### src/rtl/t_counter_pkg.sv
// Shared helpers for t_counter: direction encodings, Gray conversion, load clamp.
// Functions are sized for the widest legal counter; callers slice to their WIDTH.
package t_counter_pkg;

    localparam int   MAX_WIDTH = 16;
    localparam logic DIR_UP    = 1'b1;
    localparam logic DIR_DOWN  = 1'b0;

    function automatic logic [MAX_WIDTH-1:0] bin2gray(input logic [MAX_WIDTH-1:0] b);
        return b ^ (b >> 1);
    endfunction

    // One extra bit so that MODULUS == 2**MAX_WIDTH is representable.
    function automatic logic [MAX_WIDTH:0] clamp_load(input logic [MAX_WIDTH:0] value,
                                                      input logic [MAX_WIDTH:0] modulus);
        return (value < modulus) ? value : (modulus - 1'b1);
    endfunction

endpackage

### src/rtl/t_counter_tff_cell.sv
// Single T flip-flop: toggles on the rising edge when t=1, async active-low clear.
// Latency one clock; no flow control.
module tff_cell (
    output logic q,
    input  logic t,
    input  logic clk,
    input  logic clear
);

    always_ff @(posedge clk or negedge clear) begin
        if (!clear) begin
            q <= 1'b0;
        end else begin
            q <= q ^ t;
        end
    end

endmodule

### src/rtl/t_counter.sv
// Up/down modulo-MODULUS counter on a bank of T-cells; optional gray output (T_COUNTER_GRAY_EN).
// q changes one clock after en/load, tc is combinational, wrap lags one clock; no backpressure.
module t_counter
    import t_counter_pkg::*;
#(
    parameter int WIDTH   = 4,
    parameter int MODULUS = 16
) (
    input  logic             clk,
    input  logic             clear,
    input  logic             en,
    input  logic             up_dn,
    input  logic             load,
    input  logic [WIDTH-1:0] load_val,
    output logic [WIDTH-1:0] q,
    output logic             tc,
    output logic             wrap
`ifdef T_COUNTER_GRAY_EN
    ,
    output logic [WIDTH-1:0] gray
`endif
);

    if ((WIDTH < 2) || (WIDTH > MAX_WIDTH) || (MODULUS < 2) || (MODULUS > (1 << WIDTH))) begin : g_bad_param
        $error("t_counter: illegal WIDTH/MODULUS combination");
    end

    localparam logic [WIDTH-1:0] MAX_Q = WIDTH'(MODULUS - 1);
    localparam logic [WIDTH:0]   MOD_X = (WIDTH+1)'(MODULUS);

    logic [WIDTH-1:0]   next_q;
    logic [WIDTH-1:0]   t;
    logic [MAX_WIDTH:0] load_full;
    logic               unused_load_hi;
    logic               at_top;
    logic               at_bottom;
    logic               out_of_range;

    assign load_full      = clamp_load((MAX_WIDTH+1)'(load_val), (MAX_WIDTH+1)'(MODULUS));
    assign unused_load_hi = ^load_full[MAX_WIDTH:WIDTH];

    assign at_top       = (q == MAX_Q);
    assign at_bottom    = (q == '0);
    assign out_of_range = ({1'b0, q} >= MOD_X);

    always_comb begin
        next_q = q;
        if (load) begin
            next_q = load_full[WIDTH-1:0];
        end else if (en) begin
            // An illegal state recovers to zero regardless of direction.
            if (out_of_range) begin
                next_q = '0;
            end else if (up_dn == DIR_UP) begin
                next_q = at_top ? '0 : (q + 1'b1);
            end else begin
                next_q = at_bottom ? MAX_Q : (q - 1'b1);
            end
        end
    end

    assign tc = en & ~load & ((up_dn == DIR_UP) ? at_top : at_bottom);

    // Each cell toggles exactly the bits that differ between q and next_q.
    assign t = q ^ next_q;

    for (genvar i = 0; i < WIDTH; i++) begin : g_tff
        tff_cell u_tff (
            .q     (q[i]),
            .t     (t[i]),
            .clk   (clk),
            .clear (clear)
        );
    end

    always_ff @(posedge clk or negedge clear) begin
        if (!clear) begin
            wrap <= 1'b0;
        end else begin
            wrap <= tc;
        end
    end

`ifdef T_COUNTER_GRAY_EN
    logic [MAX_WIDTH-1:0] gray_full;
    logic                 unused_gray_hi;

    assign gray_full      = bin2gray(MAX_WIDTH'(next_q));
    assign unused_gray_hi = ^gray_full;

    always_ff @(posedge clk or negedge clear) begin
        if (!clear) begin
            gray <= '0;
        end else begin
            gray <= gray_full[WIDTH-1:0];
        end
    end
`endif

endmodule

### config.mk
export PLATFORM = sky130hd
export DESIGN_NAME = t_counter
export DESIGN_NICKNAME = d
export VERILOG_FILES = /design/src/rtl/t_counter_pkg.sv /design/src/rtl/t_counter_tff_cell.sv /design/src/rtl/t_counter.sv
export SDC_FILE = /design/constraint.sdc
export NUM_CORES = 1
export LEC_CHECK = 0
export CORE_AREA = 8 8 45 47
export DETAILED_ROUTE_END_ITERATION = 10
export DIE_AREA = 0 0 53 55
export GPL_ROUTABILITY_DRIVEN = 0
export PLACE_DENSITY_LB_ADDON = 0.2
export SYNTH_ARGS = -nofsm -noshare
export SYNTH_HDL_FRONTEND = slang
export SYNTH_SLANG_ARGS = --single-unit
### constraint.sdc
create_clock -name clk -period 2.4 [get_ports clk]
set_clock_uncertainty 0.2 [all_clocks]
set_input_delay 0.48 -clock clk [delete_from_list [all_inputs] [get_ports clk]]
set_output_delay 0.48 -clock clk [all_outputs]
set_load 0.02 [all_outputs]
==> results of run 1 <==
[report_power, final]
part / switching (uW) / internal, uW / leakage, uW
combinational: 63.6 / 89.5 / 0.000210
sequential: 18.8 / 94.9 / 0.0000616
clock: 33.3 / 62.8 / 0.0000150
total: 116 / 247 / 0.000287
[cells by family (layout without fill, tap and decap cells)]
| family | count (synthesis) | in the layout | synth area share |
|---|---|---|---|
| and+or+nand+nor | 16 | 16 | 0.209 |
| buffers and inverters | 9 | 32 | 0.145 |
| AOI/OAI and AO/OA | 8 | 8 | 0.145 |
| DFF | 5 | 5 | 0.295 |
| xor gates and xnor gates | 3 | 3 | 0.0620 |
| muxes | 3 | 3 | 0.0855 |
| adders and majority gates | 2 | 2 | 0.0590 |
[placed cells by master (no fill, tap or decap), types with 2 or more instances in the layout]
cell,count
inv_1,2
o21ai_0,2
clkbuf_4,3
nand2b_1,2
xnor2_1,3
ha_1,2
nor3b_1,2
buf_4,12
nand2_1,3
dfrtp_1,5
nor2_1,2
clkdlybuf4s50_1,13
nor4_1,3
[flip-flops by register name, summed over array words and instances, names as in the netlist]
register	count
g_tff.u_tff.q	4
wrap	1
[synthesized netlist by cell type, types with 2 or more instances]
cell / number
inv_1: 2
nor2_1: 3
o21ai_0: 2
nand2_1: 3
nand2b_1: 2
ha_1: 2
a21oi_1: 2
nor3b_1: 2
nor4_1: 3
xnor2_1: 3
dfrtp_1: 5
buf_4: 5
[through the flow]
step	TNS, ns	instance area, um2
2_1_floorplan	0	424
6_report	0	648
3_3_place_gp	-0.338	621
3_5_place_dp	-0.340	621
4_1_cts	0	648
5_1_grt	0	648
[area by class of cell]
class	count	area, um2
clock buffer	4	26.3
sequential	5	125
inverter	2	7.51
timing repair buffer	26	225
fill	139	736
tap	16	20.0
multi-input combinational	32	244
[how the worst max path moves through the flow]
stage | end | cells past startpoint
finish | tc | 5
detailed placement | tc | 5
floorplan | tc | 4
global route | tc | 5
CTS | tc | 5
global placement | tc | 5
[repair_timing]
action | CTS | global route
hold buffers | 0 | 0
resized for setup | 3 | 3
pin swaps | 0 | 0
setup endpoints to repair | 1 | 1
setup buffers | 0 | 0
[layer usage]
metal / vias up / share of wire
li1: 204 / -
met1: 194 / 0.46
met2: 8 / 0.50
met3: 0 / 0.043
met4: 0 / 0
met5: - / 0
==> results.json, run 1 <==
{
  "die_h_um": 55,
  "crit_fanout": 4,
  "met3_usage": 0.0294,
  "firstDrtPassIters": 2,
  "nets": 81,
  "dpl.hpwl_um": 906,
  "grt_pass1_wl_um": 1670,
  "antenna_found_initial": 0,
  "outcome": "finished, final reports clean",
  "cp_cell_sequence": "clkdlybuf4s50_1 > nor2_2 > nand3b_1 > a21oi_2 > buf_2",
  "diodes": 0,
  "start_kind": "input port",
  "synthesis.nets": 57,
  "clockBufferDepth": 2,
  "drc_errors": 0,
  "synth-seq-area-share": 0.295,
  "synth_area_leaders": "dfrtp_1, buf_4, xnor2_1",
  "ys_ff_latch": 5,
  "max_stage_delay_ns": 0.48,
  "critPathLaunch": "up_dn",
  "required_ns": 1.72,
  "drtIter0Drc": 2,
  "yosysWarnings": 0,
  "use_met2": 0.129,
  "drv_cap": 0,
  "synth_flop_cell": "dfrtp_1",
  "wirelength_um": 1030,
  "syn_area_um2": 424,
  "regToRegStartpoint": "g_tff[0].u_tff.q",
  "cts_tree": "built",
  "finalWorstSetupSlack_ns": 0.130,
  "dpl_worst_slack_ns": -0.340,
  "clk_pin_slew_ns": 0.04,
  "relSlewSlack": 0.808,
  "synth-edff-count": 0,
  "grt_start_max_net_pins": 8,
  "synth_top_area_share": 0.295,
  "worstSetupPathType": "input port to output pin",
  "critPathTopFamily": "buffers and inverters",
  "numCtsBuffers": 3,
  "vdd_drop_max_v": 0.000274,
  "area_growth_pct": 52.8,
  "r2r_slack_ns": 0.46,
  "num_io_pins": 15,
  "vias": 406,
  "p_per_area_nw_per_um2": 560,
  "final_util": 0.468,
  "core_area_um2": 1380,
  "htree_levels": 1,
  "dieArea_um2": 2920,
  "arrival_ns": 1.59,
  "cp_slowest_cell": "clkdlybuf4s50_1",
  "postSynth.asyncResetShare": 1.00,
  "die_w_um": 53,
  "rsz0062_at_grt": "false",
  "slew_violations": 0,
  "grt_remaining_overflow": 0,
  "track_usage": 0.0739,
  "initial_core_util": 0.307,
  "layout-drive-gt1-share": 0.319,
  "instances_no_fill": 85,
  "grt_pass1_vias": 414,
  "portBuffers": 14,
  "avgSynthCellArea_um2": 9.22,
  "fin_crit_ns": 2.27,
  "clock_sinks": 5,
  "antenna_left": 0,
  "setup_viol": 0,
  "wire_per_inst_um": 12.1,
  "worst_pin_slew_ns": 0.289,
  "crit_buf_inv": 2,
  "clock-root-buffer": "clkbuf_4",
  "cp-end-kind": "output pin",
  "yosysTopAreaCell": "dfrtp_1",
  "fin_hold_ws_ns": 0.260,
  "reg2reg_to": "g_tff[3].u_tff.q",
  "met1_usage": 0.0840,
  "p_leak_uw": 0.000287,
  "insertion_delay_ns": 0.24,
  "hold_violations": 0,
  "viasPerCell": 4.78,
  "ff2ff_path_depth": 7,
  "row_count": 14,
  "top_usage_layer": "met2",
  "min_path_type": "input port to asynchronous set/reset pin",
  "power.total_uw": 363,
  "place_inst": 81,
  "fmax_mhz": 441,
  "fin_crit_sh": 0.946,
  "yosysUniqueCellTypes": 24,
  "syn_inst": 46
}
(Power assumes the default switching activity.)
==> inputs of run 2 (changes only) <==
--- a/config.mk
+++ b/config.mk
@@ -5,11 +5,13 @@
 export SDC_FILE = /design/constraint.sdc
 export NUM_CORES = 1
 export LEC_CHECK = 0
-export CORE_AREA = 8 8 45 47
+export CELL_PAD_IN_SITES_DETAIL_PLACEMENT = 1
+export CELL_PAD_IN_SITES_GLOBAL_PLACEMENT = 2
+export CORE_UTILIZATION = 24
 export DETAILED_ROUTE_END_ITERATION = 10
-export DIE_AREA = 0 0 53 55
 export GPL_ROUTABILITY_DRIVEN = 0
 export PLACE_DENSITY_LB_ADDON = 0.2
 export SYNTH_ARGS = -nofsm -noshare
 export SYNTH_HDL_FRONTEND = slang
 export SYNTH_SLANG_ARGS = --single-unit
+export TNS_END_PERCENT = 1
==> run 2 against run 1 <==
Wire length increased by 15%. Design area down 1.5%. Cell count fell by 1.2%. Via count is 5.4% higher. Flip-flop and latch count unchanged. First-iteration DRC count grew to 3.5 times the previous value. Sequential power about the same. Non-clock buffer count is 1 lower. Die area shrank 33%. Largest cell class unchanged.
==> results.json, run 2 (synthesized netlist as in run 1, its figures left out) <==
{
  "outcome": "finished, final reports clean",
  "wire_per_inst_um": 14.1,
  "p_comb_frac": 0.419,
  "p_per_area_nw_per_um2": 577,
  "final_common_cell": "clkdlybuf4s50_1",
  "p_sw_frac": 0.337,
  "dpl_worst_slack_ns": -0.378,
  "relSlewSlack": 0.792,
  "grt_start_max_net_pins": 8,
  "clock_sinks": 5,
  "critPathLaunch": "up_dn",
  "antenna_found_initial": 0,
  "design_area_um2": 638,
  "drtIter0Drc": 7,
  "max_stage_delay_ns": 0.47,
  "seqPwrFrac": 0.302,
  "drv_cap": 0,
  "arrival_ns": 1.63,
  "cts_tree": "built",
  "diodes": 0,
  "cp-end-kind": "output pin",
  "cp_cell_sequence": "clkdlybuf4s50_1 > nor2_1 > nand3b_1 > a21oi_2 > buf_2",
  "core_area_um2": 1580,
  "vdd_drop_max_v": 0.000203,
  "p_leak_uw": 0.000281,
  "finalWorstSetupSlack_ns": 0.0900,
  "clock-root-buffer": "clkbuf_4",
  "cts_setup_buffers": 0,
  "vias": 428,
  "largestRegisters": "g_tff.u_tff.q x4, wrap x1",
  "largest_reg_flops": 4,
  "grt_remaining_overflow": 0,
  "p_int_uw": 244,
  "final_cell_mix": "clkdlybuf4s50_1, buf_4, dfrtp_1",
  "row_count": 14,
  "antenna_left": 0,
  "rsz0062_at_grt": "false",
  "setup_viol": 0,
  "viasPerCell": 5.10,
  "clk_pin_slew_ns": 0.05,
  "fin_tns_setup_ns": 0,
  "drc_errors": 0,
  "num_io_pins": 15,
  "r2r_slack_ns": 0.44,
  "portBuffers": 14,
  "crit_path_end": "tc",
  "fillerInstances": 192,
  "regToRegStartpoint": "g_tff[0].u_tff.q",
  "hold_violations": 0,
  "holdBufCountCts": 0,
  "firstDrtPassIters": 6,
  "track_usage": 0.145,
  "dpl_cell_area_um2": 613,
  "htree_levels": 1,
  "final_util": 0.405,
  "seq_area_um2": 125,
  "die_w_um": 44.0,
  "layout-drive-gt1-share": 0.294,
  "initial_core_util": 0.269,
  "top_register": "g_tff.u_tff.q",
  "die_h_um": 44.0,
  "min_path_type": "input port to asynchronous set/reset pin",
  "multiInputGateArea_um2": 241,
  "fmax_mhz": 433,
  "dieArea_um2": 1940,
  "reg2reg_to": "g_tff[3].u_tff.q",
  "nets": 80,
  "clockBufferDepth": 2,
  "wirelength_um": 1190,
  "required_ns": 1.72,
  "start_kind": "input port",
  "p_clk_frac": 0.279,
  "grt_pass1_wl_um": 1930,
  "fin_crit_ns": 2.31,
  "fin_hold_ws_ns": 0.253,
  "fin_crit_sh": 0.963,
  "switchingPower_uw": 124,
  "dpl.hpwl_um": 967,
  "ff2ff_path_depth": 7,
  "cts_resized": 5,
  "grt_pass1_vias": 426,
  "cp_slowest_cell": "clkdlybuf4s50_1",
  "worst_pin_slew_ns": 0.309,
  "slew_violations": 0,
  "crit_fanout": 4,
  "numCtsBuffers": 3,
  "area_growth_pct": 50.4,
  "worstSetupPathType": "input port to output pin",
  "insertion_delay_ns": 0.25
}
-- run 2: metrics by stage --
| stage | cells | total power, uW |
|---|---|---|
| global placement | 80 | 262 |
| detailed placement | 80 | 267 |
| CTS | 84 | 375 |
| finish | 84 | 368 |
| floorplan | 46 | 209 |
| global route | 84 | 398 |
-- run 2: how the worst min path moves through the flow --
stage | endpoint | slack (ns) | depth (start not counted)
floorplan | g_tff[0].u_tff.q | -0.02 | 0
global placement | g_tff[1].u_tff.q | 0.44 | 2
detailed placement | g_tff[1].u_tff.q | 0.46 | 2
CTS | g_tff[3].u_tff.q | 0.25 | 1
global route | wrap | 0.26 | 1
finish | g_tff[2].u_tff.q | 0.25 | 1
-- run 2: cell type report --
cell class                      instances  area share
Inverter                                2      0.0118
Clock buffer                            4      0.0412
Sequential cell                         5       0.196
Timing Repair Buffer                   25       0.341
Tap cell                               16      0.0314
Multi-Input combinational cell         32       0.378
-- run 2: power groups by stage --
| stage | combinational (uW) | clock [uW] | sequential (uW) |
|---|---|---|---|
| floorplan | 101 | 0 | 109 |
| global placement | 150 | 0 | 112 |
| detailed placement | 155 | 0 | 113 |
| CTS | 155 | 108 | 112 |
| global route | 165 | 119 | 113 |
| finish | 154 | 103 | 111 |
-- run 2: critical path: cells and delay by family --
family,cells,cell delay (ns)
and+or+nand+nor,2,0.32
buffers and inverters,2,0.65
AOI/OAI and AO/OA,1,0.18
-- run 2: layer usage --
layer  vias up  global-route usage  wire length, um  share of wire
met5         -                   0                0              0
met4         0              0.0545               19          0.016
met3         3              0.0694               73          0.061
met2        16               0.235              570           0.48
met1       204               0.165              525           0.44
li1        205                   -                -              -
==> inputs of run 3 (changes only) <==
--- a/config.mk
+++ b/config.mk
@@ -8,6 +8,7 @@
 export CELL_PAD_IN_SITES_DETAIL_PLACEMENT = 1
 export CELL_PAD_IN_SITES_GLOBAL_PLACEMENT = 2
 export CORE_UTILIZATION = 24
+export CTS_CLUSTER_SIZE = 16
 export DETAILED_ROUTE_END_ITERATION = 10
 export GPL_ROUTABILITY_DRIVEN = 0
 export PLACE_DENSITY_LB_ADDON = 0.2
==> results of run 3 <==
Final layout, timing and power as in run 2 (identical DEF).
